[config.mk]
export PLATFORM = sky130hd
export DESIGN_NAME = pll_sync_pack
export DESIGN_NICKNAME = d
export VERILOG_FILES = /design/src/rtl/pll_sync_pack_pkg.sv /design/src/rtl/pll_sync_pack.sv
export SDC_FILE = /design/constraint.sdc
export NUM_CORES = 1
export LEC_CHECK = 0
export BUFFER_PORTS_ARGS = -buffer_cell sky130_fd_sc_hd__clkbuf_2
export CAP_MARGIN = 20
export CORE_ASPECT_RATIO = 1.5
export CORE_MARGIN = 2
export CORE_UTILIZATION = 50
export CTS_CLUSTER_DIAMETER = 40
export DETAILED_ROUTE_END_ITERATION = 10
export PLACE_DENSITY_LB_ADDON = 0.25
export SLEW_MARGIN = 20
export SYNTH_ARGS = -nofsm -noshare
export SYNTH_HDL_FRONTEND = slang
export SYNTH_SLANG_ARGS = --single-unit
[constraint.sdc]
create_clock -name fst_clk -period 5.2 [get_ports fst_clk]
set_input_delay 0.78 -clock fst_clk [delete_from_list [all_inputs] [get_ports fst_clk]]
set_output_delay 0.78 -clock fst_clk [all_outputs]
set_load 0.005 [all_outputs]
[src/rtl/pll_sync_pack_pkg.sv]
// Shared definitions for the PLL-sync family: phase-lock state encoding and
// the lane-index width used by the fast-to-slow packers.
package pll_sync_pack_pkg;

    typedef enum logic {
        SYNC = 1'b0,
        RUN  = 1'b1
    } sync_state_t;

    // One bit wider than the lane count needs, so the index can grow safely.
    function automatic int lane_idx_width(input int ratio);
        return $clog2(ratio) + 1;
    endfunction

endpackage

[src/rtl/pll_sync_pack.sv]
// Packs RATIO fast-domain samples into one slow-period word, presented on the
// update phase of an externally generated phase counter.
module pll_sync_pack
    import pll_sync_pack_pkg::*;
#(
    parameter int RATIO   = 8,
    parameter int WIDTH   = 12,
    parameter int UPD_CTR = RATIO / 2
) (
    input  logic                       fst_clk,
    input  logic                       rst_n,
    input  logic [$clog2(RATIO)-1:0]   ctr,
    input  logic [WIDTH-1:0]           din,
    input  logic                       din_valid,
    output logic [RATIO*WIDTH-1:0]     dout,
    output logic                       dout_valid,
    output logic [7:0]                 dout_seq,
    output logic                       overflow
);

    localparam int CW = $clog2(RATIO);
    localparam int IW = lane_idx_width(RATIO);
    localparam int WW = RATIO * WIDTH;

    sync_state_t     state_reg = SYNC;
    sync_state_t     state_next;
    logic [IW-1:0]   idx_reg = '0;
    logic [IW-1:0]   idx_next;
    logic [WW-1:0]   asm_reg = '0;
    logic [WW-1:0]   asm_next;
    logic [WW-1:0]   pend_word_reg = '0;
    logic [WW-1:0]   pend_word_next;
    logic            pend_reg = 1'b0;
    logic            pend_next;
    logic [WW-1:0]   dout_reg = '0;
    logic [WW-1:0]   dout_next;
    logic            dout_valid_reg = 1'b0;
    logic            dout_valid_next;
    logic [7:0]      seq_reg = '0;
    logic [7:0]      seq_next;
    logic            ovf_reg = 1'b0;
    logic            ovf_next;

    logic            upd_edge;
    logic            wr_en;
    logic            complete;
    logic [RATIO-1:0] lane_wr;

    assign upd_edge = (state_reg == RUN) && (ctr == CW'(UPD_CTR));
    assign wr_en    = (state_reg == RUN) && din_valid;
    assign complete = wr_en && (idx_reg == IW'(RATIO - 1));

    // asm_next already carries the sample being written this edge, so on
    // completion it is the full word.
    for (genvar gi = 0; gi < RATIO; gi++) begin : g_lane
        assign lane_wr[gi] = wr_en && (idx_reg == IW'(gi));
        assign asm_next[gi*WIDTH +: WIDTH] =
            lane_wr[gi] ? din : asm_reg[gi*WIDTH +: WIDTH];
    end

    always_comb begin
        state_next      = state_reg;
        idx_next        = idx_reg;
        pend_word_next  = pend_word_reg;
        pend_next       = pend_reg;
        dout_next       = dout_reg;
        dout_valid_next = dout_valid_reg;
        seq_next        = seq_reg;
        ovf_next        = ovf_reg;

        case (state_reg)
            SYNC:    if (ctr == CW'(UPD_CTR)) state_next = RUN;
            RUN:     state_next = RUN;
            default: state_next = SYNC;
        endcase

        if (wr_en) begin
            idx_next = complete ? '0 : idx_reg + IW'(1);
        end

        if (upd_edge) begin
            if (pend_reg) begin
                dout_next       = pend_word_reg;
                dout_valid_next = 1'b1;
                seq_next        = seq_reg + 8'd1;
                pend_next       = 1'b0;
            end else begin
                dout_valid_next = 1'b0;
            end
        end

        // An update edge frees the pending slot on the same edge it refills.
        if (complete) begin
            if (!pend_reg || upd_edge) begin
                pend_word_next = asm_next;
                pend_next      = 1'b1;
            end else begin
                ovf_next = 1'b1;
            end
        end
    end

    always_ff @(posedge fst_clk) begin
        if (!rst_n) begin
            state_reg      <= SYNC;
            idx_reg        <= '0;
            asm_reg        <= '0;
            pend_word_reg  <= '0;
            pend_reg       <= 1'b0;
            dout_reg       <= '0;
            dout_valid_reg <= 1'b0;
            seq_reg        <= '0;
            ovf_reg        <= 1'b0;
        end else begin
            state_reg      <= state_next;
            idx_reg        <= idx_next;
            asm_reg        <= asm_next;
            pend_word_reg  <= pend_word_next;
            pend_reg       <= pend_next;
            dout_reg       <= dout_next;
            dout_valid_reg <= dout_valid_next;
            seq_reg        <= seq_next;
            ovf_reg        <= ovf_next;
        end
    end

    assign dout       = dout_reg;
    assign dout_valid = dout_valid_reg;
    assign dout_seq   = seq_reg;
    assign overflow   = ovf_reg;

endmodule

==> run metrics <==
worst-case clock skew=0.0104 ns; vias in the first global route=7076; Final ANT Viol Nets=0; gpl congestion=0.754; count of flip-flops with a built-in enable after synthesis=0; number of hold violations in the final report=0; outcome=completed; type of element capturing the critical path=flop; Metal-1 WL=10200 µm; initial antenna violation count=0; register bit count reported by yosys=292; maximum fanout encountered on the critical timing path=101; reg2reg path depth=5; detailed route wirelength on metal2=11100 µm; category of the most critical setup path=reg -> reg; final-layout setup total negative slack=0 ns; Resized cells post-CTS=0; effective utilization at floorplan=0.509; met3 wirelength from detailed routing=905 µm; critical hold path startpoint=pend_word_reg[74]; count of warnings emitted by yosys=0; first-pass GRT wire length=36500 µm; first-pass iteration count of the detailed router=5; TritonCTS Buffers=29; Area growth syn-to-layout=15.8%; average via count per standard cell=5.22; CTS tree=built; time the final worst path needs with I/O delays and setup=2.61 ns; Clock H-tree levels=1; syn_area_per_cell=9.06 µm²; count of buffers from port buffering=123; later-pin clock latency in the skew report=0.53 ns; portion of the post-synthesis area used by sequential elements=0.580; CTS clk-pin slew, worst paths=0.07 ns; clock sink count=292; reg2reg setup slack=2.59 ns; PwrDens=378 nW/µm²; final core occ=0.590; Pins Over Slew Limit=0; top cells by area in the synthesized netlist=dfxtp_1 (58%), mux2i_1 (9.5%), a21oi_1 (9.3%), nand2_1 (7.6%), o21ai_0 (4.3%); async set-or-reset flop fraction in the synthesized netlist=0; maximum number of pins on one net before global-route repair=152; max_slew headroom=0.265; # setup viols final=0; die width=120 µm; FF-to-FF Start=state_reg; hold buffer count at CTS=0; proportion of netlist area held by the largest area contributor=0.580; detailed-placement wirelength estimate=13100 µm; Highest Signal Layer=met4; cell count of the worst hold path=2; Tightest Hold Check Type=reg -> reg; Worst Tran Pin Value=1.10 ns; number of nets in the layout=1199; Max IR drop VDD=0.272 mV; clock root buffer=clkbuf_16; data arrival time of the worst path=3.05 ns; sort of element at the start of the critical path=flop; Overall Global Routing Usage=0.210; net count of the mapped netlist=1136; ratio of cells with drive above 1 in the final layout=0.153; leakage power=5.04 nW; drt drc=0; Worst Hold End=dout[74]; count of buffers added by post-CTS timing repair for setup=0; summed instance area of the synthesized netlist=10100 µm²; grt ovf=0; post-synthesis cell type with the largest combined area=dfxtp_1; Worst EP required=5.65 ns; routed via count=7612; count of mapped cells out of synthesis=1113; setup repair after global routing missed its margin=no; die area=21300 µm²; f_max=384 MHz; number of antenna cells inserted=0; routed len/inst=15.5 µm; number of max-cap violations=0; number of distinct library cells after synthesis=25; die extent in y=178 µm; row count=63; Total Routed Length=22600 µm; count of fill cells added during filler insertion=1800; Placeable Area=19800 µm²; clock buffer depth=3; DR iter-0 viols=581; part of the cycle the worst path needs=0.501; commonest register cell after synthesis=dfxtp_1; worst flop-to-flop path endpoint=pend_word_reg[37]; number of primary I/O pins=124
worst max-delay path by stage:
stage,start,to,slack [ns],cells past startpoint
2_1_floorplan,ctr[0],pend_word_reg[84],2.92,7
3_3_place_gp,ctr[0],pend_word_reg[88],2.19,6
3_5_place_dp,ctr[0],pend_word_reg[37],2.11,6
4_1_cts,state_reg,pend_word_reg[41],2.60,5
5_1_grt,state_reg,pend_word_reg[51],2.35,5
6_report,state_reg,pend_word_reg[37],2.59,5
Yosys cell counts, drive strengths merged (4+ instances only):
cell / instances
mux2i: 96
o21ai: 86
a21oi: 188
nor2: 105
buf: 25
clkbuf: 72
xnor2: 4
inv: 4
ha: 5
nand3: 12
nand2: 203
dfxtp: 292
and2: 4
metal layers:
metal / track usage / vias to the layer above
li1: - / 3824
met1: 0.280 / 3592
met2: 0.357 / 169
met3: 0.0260 / 27
met4: 0.0598 / 0
met5: 0 / -
cell families (layout without fill, tap and decap cells):
family,after synthesis,after routing,share of synthesized area
buffers and inverters,101,186,0.0416
flip-flops,292,292,0.580
XOR/XNOR,7,7,0.00608
adder cells (fa/ha/maj),5,5,0.00621
AND/OR/NAND/NOR,336,336,0.131
multiplexers,96,96,0.0953
AO/OA/AOI/OAI,276,276,0.139
metrics by stage:
stage / area [µm²] / total power, mW / setup slack, ns / hold WS [ns] / instances
global placement: 10700 / 2.37 / 2.19 / 0.439 / 1403
finish: 11700 / 4.42 / 2.59 / 0.445 / 1458
detailed placement: 10700 / 2.37 / 2.11 / 0.442 / 1403
floorplan: 10100 / 2.34 / 2.92 / 0.429 / 1113
CTS: 11600 / 4.46 / 2.60 / 0.448 / 1456
global route: 11700 / 4.56 / 2.35 / 0.467 / 1458
worst max-delay path: stages (launching register included):
cell,delay [ns]
dfxtp_1,0.44
nand4bb_1,0.43
a2111oi_4,0.50
buf_4,0.70
o21ai_0,0.21
a21oi_1,0.17
layout make-up:
| class | instances | area [µm²] | share of cell area |
|---|---|---|---|
| Sequential cell | 292 | 5850 | 0.501 |
| Multi-Input combinational cell | 720 | 3820 | 0.328 |
| Clock buffer | 35 | 768 | 0.0658 |
| Timing Repair Buffer | 129 | 693 | 0.0594 |
| Tap cell | 260 | 325 | 0.0279 |
| Clock inverter | 18 | 196 | 0.0168 |
| Inverter | 4 | 20.0 | 0.00172 |
power by group:
group | switching (mW) | leakage [nW] | total (mW) | internal [mW]
Sequential | 0.00171 | 2.35 | 2.24 | 2.24
Clock | 0.878 | 0.474 | 2.09 | 1.22
Combinational | 0.0663 | 2.22 | 0.0827 | 0.0164
layout by cell type (no fill, tap or decap), drive strengths merged:
cell type,n
nor2,105
and3,1
mux2i,96
inv,9
xnor2,4
nand4bb,1
ha,5
a21oi,188
and4bb,1
o21ai,86
bufinv,3
dfxtp,292
clkbuf,158
or3,2
nand4,3
nand2,203
nand3,12
a31oi,1
a2111oi,1
xor2,3
clkinvlp,2
clkinv,8
nor2b,1
nor3,3
buf,6
and2,4
Note: power is estimated with default switching activity, not from simulation.
